### config.mk
export PLATFORM = sky130hd
export DESIGN_NAME = sram_operand_unpacker
export DESIGN_NICKNAME = d
export VERILOG_FILES = /design/src/rtl/sram_operand_unpacker_pkg.sv /design/src/rtl/sram_operand_unpacker_shift_reg.sv /design/src/rtl/sram_operand_unpacker.sv
export SDC_FILE = /design/constraint.sdc
export NUM_CORES = 1
export LEC_CHECK = 0
export BUFFER_PORTS_ARGS = -buffer_cell sky130_fd_sc_hd__buf_2
export CORE_MARGIN = 2
export CORE_UTILIZATION = 40
export DETAILED_ROUTE_END_ITERATION = 16
export PLACE_DENSITY = 0.66
export SLEW_MARGIN = 25
export SYNTH_ARGS = -nofsm -noshare
export SYNTH_HDL_FRONTEND = slang
export SYNTH_SLANG_ARGS = --single-unit
### constraint.sdc
create_clock -name clk -period 2.5 [get_ports clk]
set_input_delay 0.375 -clock clk [delete_from_list [all_inputs] [get_ports clk]]
set_output_delay 0.375 -clock clk [all_outputs]
set_load 0.005 [all_outputs]
### src/rtl/sram_operand_unpacker_pkg.sv
// unpack_pkg: shared state encoding, header offsets and width helpers for the operand unpacker.
// Revision 1.0
`default_nettype none

package unpack_pkg;

  typedef enum logic [2:0] {
    S_IDLE    = 3'd0,
    S_RD_CNT  = 3'd1,
    S_RD_SIZE = 3'd2,
    S_CHK     = 3'd3,
    S_FETCH   = 3'd4,
    S_LOAD    = 3'd5,
    S_EMIT    = 3'd6,
    S_DONE    = 3'd7
  } state_t;

  localparam int CNT_OFS     = 0;
  localparam int SIZE_OFS    = 1;
  localparam int PAYLOAD_OFS = 2;

  function automatic logic width_legal(input logic [4:0] w);
    return (w == 5'd1) || (w == 5'd2) || (w == 5'd4) || (w == 5'd8);
  endfunction

  function automatic logic [4:0] elems_per_word(input logic [4:0] w);
    case (w)
      5'd1:    return 5'd16;
      5'd2:    return 5'd8;
      5'd4:    return 5'd4;
      5'd8:    return 5'd2;
      default: return 5'd0;
    endcase
  endfunction

endpackage

`default_nettype wire

### src/rtl/sram_operand_unpacker_shift_reg.sv
// unpack_shift_reg: 16-bit payload shift register with per-word element counter and MSB field tap.
// Revision 1.0
`default_nettype none

module unpack_shift_reg
  import unpack_pkg::*;
(
  input  logic        clk,
  input  logic        reset,
  input  logic        load,
  input  logic        shift,
  input  logic [4:0]  width,
  input  logic [15:0] load_data,
  output logic [7:0]  field,
  output logic        last_in_word
);

  logic [15:0] sh_d, sh_q;
  logic [4:0]  cnt_d, cnt_q;

  always_comb begin
    sh_d  = sh_q;
    cnt_d = cnt_q;
    if (load) begin
      sh_d  = load_data;
      cnt_d = elems_per_word(width);
    end else if (shift) begin
      sh_d  = sh_q << width;
      cnt_d = cnt_q - 5'd1;
    end
  end

  always_ff @(posedge clk) begin
    if (reset) begin
      sh_q  <= '0;
      cnt_q <= '0;
    end else begin
      sh_q  <= sh_d;
      cnt_q <= cnt_d;
    end
  end

  // Elements are taken from the top of the register, zero-extended to a byte.
  always_comb begin
    field = 8'h00;
    case (width)
      5'd1:    field = {7'b0, sh_q[15]};
      5'd2:    field = {6'b0, sh_q[15:14]};
      5'd4:    field = {4'b0, sh_q[15:12]};
      5'd8:    field = sh_q[15:8];
      default: field = 8'h00;
    endcase
  end

  assign last_in_word = (cnt_q == 5'd1);

endmodule

`default_nettype wire

### src/rtl/sram_operand_unpacker.sv
// sram_operand_unpacker: reads a count/width header and packed payload from SRAM, emits one element per handshake.
// Revision 1.0
`default_nettype none

module sram_operand_unpacker
  import unpack_pkg::*;
#(
  parameter int BASE_ADDR = 0,
  parameter int ADDR_W    = 12
) (
  input  logic              clk,
  input  logic              reset,
  input  logic              start,
  output logic              busy,
  output logic              done,
  output logic              err,
  output logic              rd_en,
  output logic [ADDR_W-1:0] rd_addr,
  input  logic [15:0]       rd_data,
  output logic              elem_valid,
  input  logic              elem_ready,
  output logic [7:0]        elem_data,
  output logic [15:0]       elem_index,
  output logic              elem_last
);

  localparam logic [ADDR_W-1:0] CNT_ADDR  = ADDR_W'(BASE_ADDR + CNT_OFS);
  localparam logic [ADDR_W-1:0] SIZE_ADDR = ADDR_W'(BASE_ADDR + SIZE_OFS);
  localparam logic [ADDR_W-1:0] PAY_ADDR  = ADDR_W'(BASE_ADDR + PAYLOAD_OFS);

  state_t            state_d, state_q;
  logic [ADDR_W-1:0] ptr_d, ptr_q;
  logic [15:0]       n_d, n_q;
  logic [15:0]       rem_d, rem_q;
  logic [15:0]       idx_d, idx_q;
  logic [4:0]        w_d, w_q;
  logic              err_d, err_q;
  logic              sr_load, sr_shift;
  logic [7:0]        sr_field;
  logic              sr_last_in_word;

  always_comb begin
    state_d  = state_q;
    ptr_d    = ptr_q;
    n_d      = n_q;
    rem_d    = rem_q;
    idx_d    = idx_q;
    w_d      = w_q;
    err_d    = err_q;
    sr_load  = 1'b0;
    sr_shift = 1'b0;
    case (state_q)
      S_IDLE: begin
        if (start) begin
          state_d = S_RD_CNT;
          err_d   = 1'b0;
          idx_d   = '0;
        end
      end
      S_RD_CNT:  state_d = S_RD_SIZE;
      S_RD_SIZE: begin
        n_d     = rd_data;
        state_d = S_CHK;
      end
      S_CHK: begin
        w_d   = rd_data[4:0];
        ptr_d = PAY_ADDR;
        rem_d = n_q;
        if (!width_legal(rd_data[4:0])) begin
          err_d   = 1'b1;
          state_d = S_DONE;
        end else if (n_q == 16'd0) begin
          state_d = S_DONE;
        end else begin
          state_d = S_FETCH;
        end
      end
      S_FETCH: begin
        ptr_d   = ptr_q + ADDR_W'(1);
        state_d = S_LOAD;
      end
      S_LOAD: begin
        sr_load = 1'b1;
        state_d = S_EMIT;
      end
      S_EMIT: begin
        if (elem_ready) begin
          sr_shift = 1'b1;
          rem_d    = rem_q - 16'd1;
          idx_d    = idx_q + 16'd1;
          // Region end takes priority so no word past the last element is fetched.
          if (rem_q == 16'd1) begin
            state_d = S_DONE;
          end else if (sr_last_in_word) begin
            state_d = S_FETCH;
          end
        end
      end
      S_DONE:  state_d = S_IDLE;
      default: state_d = S_IDLE;
    endcase
  end

  always_ff @(posedge clk) begin
    if (reset) begin
      state_q <= S_IDLE;
      ptr_q   <= '0;
      n_q     <= '0;
      rem_q   <= '0;
      idx_q   <= '0;
      w_q     <= '0;
      err_q   <= 1'b0;
    end else begin
      state_q <= state_d;
      ptr_q   <= ptr_d;
      n_q     <= n_d;
      rem_q   <= rem_d;
      idx_q   <= idx_d;
      w_q     <= w_d;
      err_q   <= err_d;
    end
  end

  unpack_shift_reg u_shift_reg (
    .clk          (clk),
    .reset        (reset),
    .load         (sr_load),
    .shift        (sr_shift),
    .width        (w_q),
    .load_data    (rd_data),
    .field        (sr_field),
    .last_in_word (sr_last_in_word)
  );

  always_comb begin
    rd_addr = '0;
    case (state_q)
      S_RD_CNT:  rd_addr = CNT_ADDR;
      S_RD_SIZE: rd_addr = SIZE_ADDR;
      S_FETCH:   rd_addr = ptr_q;
      default:   rd_addr = '0;
    endcase
  end

  assign busy       = (state_q != S_IDLE);
  assign done       = (state_q == S_DONE);
  assign err        = err_q;
  assign rd_en      = (state_q == S_RD_CNT) || (state_q == S_RD_SIZE) || (state_q == S_FETCH);
  assign elem_valid = (state_q == S_EMIT);
  assign elem_data  = (state_q == S_EMIT) ? sr_field : 8'h00;
  assign elem_index = idx_q;
  assign elem_last  = (state_q == S_EMIT) && (rem_q == 16'd1);

endmodule

`default_nettype wire

# ---- Word level (Yosys, flattened, before mapping)
# Cells that the tools add are included.
dict set report word_totals {
  inputBits 20
  output_inout_bits 42
  word_cells 80
  ff_bits 90
}
dict set report op_classes {
  n_eq_ne 21
  add_sub_neg 4
  n_reduce_logical 18
  n_mux 27
  shift 1
}
# cell count
set ops {}
lappend ops {{16-bit 2-to-1 mux} 5}
lappend ops {{16-bit case mux with 2 select lines} 2}
lappend ops {{12-bit case mux with 2 select lines} 2}
lappend ops {{8-bit case mux with 4 select lines} 1}
lappend ops {{3-bit case mux with 8 select lines} 1}
lappend ops {{5-bit case mux with 4 select lines} 1}
lappend ops {{16-bit by 1-bit adder with 16-bit output (second input constant)} 1}
lappend ops {{16-bit by 1-bit == test with 1-bit output (second input constant)} 1}
lappend ops {{16-bit zero test} 1}
lappend ops {{16-bit by 5-bit << shifter with 16-bit output} 1}
lappend ops {{16-bit by 1-bit subtractor with 16-bit output (second input constant)} 1}
lappend ops {{5-bit by 1-bit == test with 1-bit output (second input constant)} 3}
lappend ops {{12-bit by 1-bit adder with 12-bit output (second input constant)} 1}
lappend ops {{3-bit == test (second input constant)} 4}
lappend ops {{3-bit 2-to-1 mux} 4}
lappend ops {{5-bit by 2-bit == test with 1-bit output (second input constant)} 2}
lappend ops {{5-bit by 3-bit == test with 1-bit output (second input constant)} 2}
lappend ops {{5-bit by 4-bit == test with 1-bit output (second input constant)} 2}
lappend ops {{5-bit 2-to-1 mux} 2}
lappend ops {{2-bit nonzero test} 5}
lappend ops {{3-bit AND reduction} 3}
lappend ops {{8-bit 2-to-1 mux} 1}
lappend ops {{3-bit by 2-bit == test with 1-bit output (second input constant)} 2}
lappend ops {{1-bit logical OR} 5}
lappend ops {{other kinds (12)} 18}

# ---- Longest topological paths before layout
# Gate-level depths: netlist of the first run.
dict set report depth {
  depth_word 6
  mapped_depth 8
  ltp_nobuf 7
}

# ---- By module
# From an unflattened synthesis of the first run, not the netlist that was laid out.
dict set report hier_totals {
  cells_unflattened 687
  area_unflattened_um2 5427.7
}
# module instances area_each_um2 seq_area_each_um2 cells_each
set modules_own_cells {}
lappend modules_own_cells {sram_operand_unpacker 1 3643.5 1381.3 474}
lappend modules_own_cells {unpack_shift_reg 1 1784.2 420.4 213}

# ---- Least setup slack after synthesis of the first run
# Ideal clock, no wire load.
dict set report synth_path {
  path_kind {register -> output}
  from {reg w_q[1]}
  to {out elem_data[0]}
  stages_incl_launch_ff 6
  arrival_time_ps 1810
  setup_slack_ps 315
  required_time_ps 2125
  n_path_buf 2
  path_cell_list {dfxtp_1 > buf_1 > buf_2 > nor4_1 > a22oi_1 > a21oi_1}
}
dict set report synth_between {
  elab_chain_cells 3
  elab_cells_between_ends 6
  classes_between {4 x eq/ne; 2 x mux}
}
# item line_no
set synth_rtl {}
lappend synth_rtl {{start, declared} sram_operand_unpacker.sv:36} ;# logic [4:0] w_d, w_q;
lappend synth_rtl {{start signal, assigned} sram_operand_unpacker.sv:119} ;# w_q <= w_d;
lappend synth_rtl {{5-bit by 4-bit == test with 1-bit output (tied with other cells)} sram_operand_unpacker_shift_reg.sv:46} ;# case (width)
lappend synth_rtl {{8-bit case mux with 4 select lines (*)} sram_operand_unpacker_shift_reg.sv:46}
lappend synth_rtl {{8-bit 2-to-1 mux (*)} sram_operand_unpacker.sv:150} ;# assign elem_data = (state_q == S_EMIT) ? sr_field : 8'h00;
lappend synth_rtl {{end, declared} sram_operand_unpacker.sv:22} ;# output logic [7:0] elem_data,
# Mark *: on every way between the ends. The rest lies on a longest branch, timed or not.

# ---- Worst setup path after layout of the first run
dict set report layout_path {
  from {reg rem_q[10]}
  to {out elem_last}
}
dict set report layout_between {
  elab_chain_cells 2
}
# item line_no
set layout_rtl {}
lappend layout_rtl {{start, declared} sram_operand_unpacker.sv:34} ;# logic [15:0] rem_d, rem_q;
lappend layout_rtl {{start signal, assigned} sram_operand_unpacker.sv:117} ;# rem_q <= rem_d;
lappend layout_rtl {{16-bit by 1-bit == test with 1-bit output} sram_operand_unpacker.sv:152} ;# assign elem_last = (state_q == S_EMIT) && (rem_q == 16'd1);
lappend layout_rtl {{1-bit logical AND} sram_operand_unpacker.sv:152}
lappend layout_rtl {{end, declared} sram_operand_unpacker.sv:24} ;# output logic elem_last
# Every way passes these cells.

==> results.md, run 1 <==
- Top FF cell, synth: dfxtp_1
- Status: complete, but fails checks
- Met2 Resource Use GR: around a third
- Tmin final: approximately 2500 ps
- Psw: 1.30 mW
- CP endpoint kind: output pin
- YS warnings: 0
- Post-synth top area cell: dfxtp_1
- Critical path's slowest cell: or4_4
- Clock network power share: 35.8%
- FMAX: 0.397 GHz
- Layout cells sized above 1: between 20% and 30%
- Critical path cell sequence: or4_4, or4_4, or2_4, nor2_2, buf_2
- Final max-slew violation count: 0
- P_leak: between 2 and 2.5 nW
- Number of flops mapped to enable cells by yosys: 0
- Unrepaired setup endpoints after global routing: true
- Register area share after synthesis: between 30% and 40%
- Ant diodes: 0
- Synth async-reset ratio: 0%
- Routing usage on met3: between 3 and 4%
- Worst-skew pair later-pin latency: approximately 360 ps
- Initial Util: 41.2%
- Congestion Overflow GR: 0
- CTS root buffer: clkbuf_16
- CP max FO: 2
- Yosys top cell area share: between 30% and 40%
- Max cap viols: 0
- Synth Register Bits: 90
- TritonCTS clock tree: yes
- Largest net degree at the start of global routing: 44
- Die Ht: 119 µm
- Mapped Area: ~5200 µm²
- Mapped Cells: 670
- Num Clock Sinks: 90
- Clock-pin slew on the worst setup and hold paths: ~60 ps
- Setup crit start kind: flop
- Max incr delay on CP: around 530 ps
- Syn_nets: roughly 700
- Number of global-route vias before repair: around 5,000
- Hpwl dp: around 11 mm
- # H-tree levels: 3
- Setup Viol. Count Final: 1
- Failing checks: setup timing
- Data arrival, critical path: ~2200 ps
- Antenna Violating Nets Remaining: 0
- Clock Path Buffers: 2
- Drt total wl: ~15 mm
- Comb pwr share: a little under a quarter
- GPL Wtd Cong: around 0.9
- Nets: ~760
- First-pass GRT wire length: roughly 24 mm
- M1 GR Usage: between 20% and 30%
- Worst R2R Setup Slack: about 340 ps
- Fin crit share: 101%
- Syn Area/Cell: 7.83 µm²
- Peak VDD IR: approximately 340 µV
- Final worst setup slack: -21.8 ps
- Setup Crit Path Kind: flop to output pin
- DRT iter0 DRCs: approximately 550
- Die W: 119 µm
- Internal power: ~2.8 mW
- TNS Setup: -21.8 ps
- IO Port Bufs: ~60
- Die ar.: around 14,000 µm²
- Gr usage total: a little over a fifth
- Register share of total power: slightly above 40%
- Hold_ws: 276 ps
- Slew HR: 46.6%
- Pwr Density: about 660 nW/µm²
- Initial antenna violation count: 0
- WL per Instance: 16.3 µm
- CP top delay family: simple AND/OR/NAND/NOR gates
- Area Overhead vs Synth: 18.0%
- # rows: between 40 and 50
- Pre-CTS setup slack: 231 ps
- Layout Skew: around 6.7 ps
- Tightest Pin Transition: approximately 800 ps
- Worst path most repeated cell: or4_4
- Synth top area cells: dfxtp_1 (34%), nor2_1 (6.7%), a21oi_1 (5.4%)
- Total number of vias: roughly 5,300
- IO Pins: 62
- GRT Max-Usage Layer: met2
- Placed Cells: 888
- Final core utilization: around half
- Worst min path class: primary input to flop
- Residual DRC: 0
- Drt pass-1 iters: 7
- Core Area: approximately 13,000 µm²
- Via density: 5.77
- Final Hold Viols: 0
- CP bufs+invs: 1
- Synth cell types: 63
- Worst EP required: between 2000 and 2500 ps
- Num CTS Buffers: 9
- Fin cells: 910
- Net Sw Frac: between 30% and 40%
repair_timing:
action	in CTS	in global routing
resized for setup	5	2
pin swaps	4	3
setup endpoints to repair	1	9
hold endpoints to repair	0	0
hold buffers	0	0
setup buffers	5	1
worst min-delay path, delay by kind of cell:
kind | cells | cell delay (ps)
buf+inv | 1 | 110
compound gates | 1 | 50
simple gates | 1 | 50
per-stage QoR:
stage	cell area, µm²	power (mW)
floorplan	5250	2.31
global placement	5820	2.59
detailed placement	5820	2.63
CTS	6180	4.11
global route	6190	4.30
finish	6190	4.11
cell families after synthesis:
group | after synthesis | synth area share, %
adder cells (fa/ha/maj) | 6 | 1.43
AND/OR/NAND/NOR | 294 | 27.4
XOR/XNOR | 17 | 2.84
AO/OA/AOI/OAI | 170 | 21.1
buffers and inverters | 60 | 4.37
multiplexers | 33 | 8.44
flip-flops | 90 | 34.4
state kept, by name, indices dropped and copies added, names as in the netlist:
signal / count
w_q: 5
rem_q: 16
elem_index: 16
err: 1
state_q: 3
ptr_q: 12
n_q: 16
u_shift_reg.sh_q: 16
u_shift_reg.cnt_q: 5
power by group through the flow:
stage                     registers [mW]  logic, mW  clock network [mW]
after floorplan                     1.63      0.685                   0
after global placement              1.69      0.905                   0
after detailed placement            1.70      0.931                   0
after CTS                           1.67      0.958                1.49
after global routing                1.69       1.07                1.55
final                               1.67      0.969                1.47
per-layer routing:
layer  up-vias  share of wire, %
met1      2506                46
met3        18               4.9
met2       161                48
met5         -                 0
met4         0               1.7
li1       2569                 -
cells in the mapped netlist (all sizes together), types with 7 or more instances:
master   n
mux4     8
a211oi  12
and2    13
xor2     7
nand2   73
nor2b    8
xnor2   10
nand3   16
a22oi   18
inv     15
mux2    10
nor2    93
buf      9
and3    15
nor4     9
dfxtp   90
nand3b   7
a21oi   57
clkbuf  35
nor3    19
nand4    7
mux2i   15
o21ai   34
path summary, 6_finish.rpt:
| check | from | to | cells after the start |
|---|---|---|---|
| worst min-delay path | rd_data[11] | n_q[11]$_SDFFE_PP0P_ | 3 |
| worst max-delay path | rem_q[10]$_SDFFE_PP0P_ | elem_last | 5 |
| worst max register to register | rem_q[10]$_SDFFE_PP0P_ | state_q[1]$_SDFFE_PP0P_ | 6 |
| worst min register to register | rem_q[1]$_SDFFE_PP0P_ | rem_q[1]$_SDFFE_PP0P_ | 2 |
layout make-up:
type                       count  area (µm²)
sequential                    90        1810
tap                          172         215
multi-input combinational    520        3220
inverter                      16        60.1
fill                        1286        6530
timing repair buffer          96         568
clock buffer                  12         236
clock inverter                 4        76.3
cell usage in the layout (no fill, tap or decap), types with 11 or more instances in the layout:
cell type and instances:
nand2_1 73, inv_1 15, nand3_1 16, a21oi_1 57, mux2i_1 15, a211oi_1 11, nor3_1 19, a22oi_1 18
buf_4 35, and3_1 15, and2_1 13, buf_2 61, nor2_1 92, o21ai_0 33, dfxtp_1 85
Note: power is estimated with default switching activity, not from simulation.
==> run 2: changes to the inputs <==
Settings changed: PLACE_DENSITY 0.66 to 0.55.
==> results.md, run 2 (same netlist as run 1, synthesis figures left out) <==
- Status: completed
- Drt pass-1 iters: 5
- Area Overhead vs Synth: 18.3%
- Flip-flop and latch area: about 1800 µm²
- Pre-CTS setup slack: approximately 240 ps
- Pwr Density: slightly below 700 nW/µm²
- Clock-pin slew on the worst setup and hold paths: 60 ps
- Initial Util: approximately 41%
- Unrepaired setup endpoints after global routing: true
- # rows: 41
- Placed Area: between 5000 and 6000 µm²
- Design area: 6210 µm²
- Largest net degree at the start of global routing: 28
- Die Ht: around 120 µm
- Congestion Overflow GR: 0
- Worst R2R Setup Slack: between 300 and 400 ps
- Residual DRC: 0
- Core Area: roughly 13,000 µm²
- First-pass GRT wire length: approximately 24 mm
- Slew HR: 41.5%
- Worst-skew pair later-pin latency: around 350 ps
- Max cap viols: 0
- DRT iter0 DRCs: ~450
- Die W: 119 µm
- Ant diodes: 0
- M1 GR Usage: roughly 28%
- Crit. Startpoint: rem_q[10]$_SDFFE_PP0P_
- FMAX: between 0.4 and 0.5 GHz
- CP max FO: 2
- Data arrival, critical path: between 2000 and 2500 ps
- Initial antenna violation count: 0
- Num CTS Buffers: 9
- IO Pins: 62
- Cts hold-fix bufs: 0
- Antenna Violating Nets Remaining: 0
- Clock Path Buffers: 2
- IO Port Bufs: a little over 60
- Most frequent cells in the layout: nor2_1 (93), dfxtp_1 (86), nand2_1 (73)
- Register share of total power: between 30% and 40%
- Via density: ~5.7
- Setup Crit Path Kind: flop to output pin
- Tmin final: 2450 ps
- Routing usage on met3: approximately 5.6%
- Tightest Pin Transition: about 870 ps
- CTS root buffer: clkbuf_16
- WL per Instance: 16.1 µm
- P_leak: ~2.4 nW
- Gr usage total: 21.1%
- Internal power: between 2 and 3 mW
- Comb pwr share: 23.5%
- Nets: between 700 and 800
- Layout cells sized above 1: approximately a fifth
- Peak VDD IR: a little over 600 µV
- R2r startpoint: rem_q[10]$_SDFFE_PP0P_
- Die ar.: 14,000 µm²
- CP endpoint kind: output pin
- TNS Setup: 0 ps
- Worst min path class: primary input to flop
- Setup crit start kind: flop
- FILL cells: ~1,300
- Hpwl dp: around 11 mm
- Net Sw Frac: 30.5%
- Critical path cell sequence: or4_4, or4_4, or2_4, nor2_1, buf_2
- Number of global-route vias before repair: roughly 4,700
- Met2 Resource Use GR: approximately a third
- Leading cell type in the layout, fill and taps excluded: nor2_1
- Final Hold Viols: 0
- Worst path most repeated cell: or4_4
- GRT Max-Usage Layer: met2
- GPL Wtd Cong: about 0.87
- Final max-slew violation count: 0
- Fin crit share: a little over nine tenths
- Drt total wl: approximately 15 mm
- Total number of vias: 5,149
- Hold_ws: approximately 290 ps
- # H-tree levels: 3
- Max incr delay on CP: 530 ps
- TritonCTS clock tree: yes
- Num Clock Sinks: 90
- Worst EP required: ~2100 ps
- Clock network power share: between 30% and 40%
- Layout Skew: 9.32 ps
- Worst Hold Launch: rd_data[12]
- Total power: 4.21 mW
- Critical path's slowest cell: or4_4
- Final worst setup slack: 48.8 ps
- Footprint of the multi-input gates: 3220 µm²
- Psw: between 1 and 1.5 mW
- Setup Viol. Count Final: 0
[run 2: cell types whose count changed in the layout (fill, tap and decap cells not counted), sizes merged]
| cell | before | now |
|---|---|---|
| bufinv | 2 | 3 |
| clkbuf | 12 | 10 |
| buf | 96 | 95 |
[run 2: metrics by stage]
stage	instances	util, %
after floorplan	670	-
after global placement	888	45.7
after detailed placement	888	45.7
after CTS	908	48.8
after global routing	908	48.8
final	908	48.8
[run 2: path summary, 6_finish.rpt]
kind | to | cells past startpoint
max reg2reg | state_q[1]$_SDFFE_PP0P_ | 6
min reg2reg | n_q[8]$_SDFFE_PP0P_ | 2
max | elem_last | 5
min | n_q[12]$_SDFFE_PP0P_ | 3
[run 2: power groups by stage]
stage	clock network [mW]	registers (mW)	logic [mW]
detailed placement	0	1.67	0.962
global route	1.68	1.65	1.09
global placement	0	1.67	0.946
floorplan	0	1.63	0.685
finish	1.58	1.64	0.990
CTS	1.61	1.64	0.991
[run 2: worst max-delay path, delay by kind of cell (launching register included)]
kind	cells	cell delay, ps
DFF	1	320
and+or+nand+nor	4	1300
buffers and inverters	1	110
[run 2: area by class of cell]
class	instances	area share, %
inverters	16	0.968
flip-flops and latches	90	29.1
multi-input cells	520	51.9
clock inverters	5	1.65
well taps	172	3.47
clock buffers	10	3.85
repair buffers	95	9.03
[run 2: layer usage]
| layer | part of all wire, % | vias up |
|---|---|---|
| li1 | - | 2549 |
| met1 | 47 | 2477 |
| met2 | 47 | 112 |
| met3 | 4.3 | 11 |
| met4 | 1.1 | 0 |
| met5 | 0 | - |
[run 2: repair_timing]
action,in CTS,in global routing
setup buffers,5,0
endpoints found under the setup margin,1,5
pin swaps,3,1
resized for setup,4,1
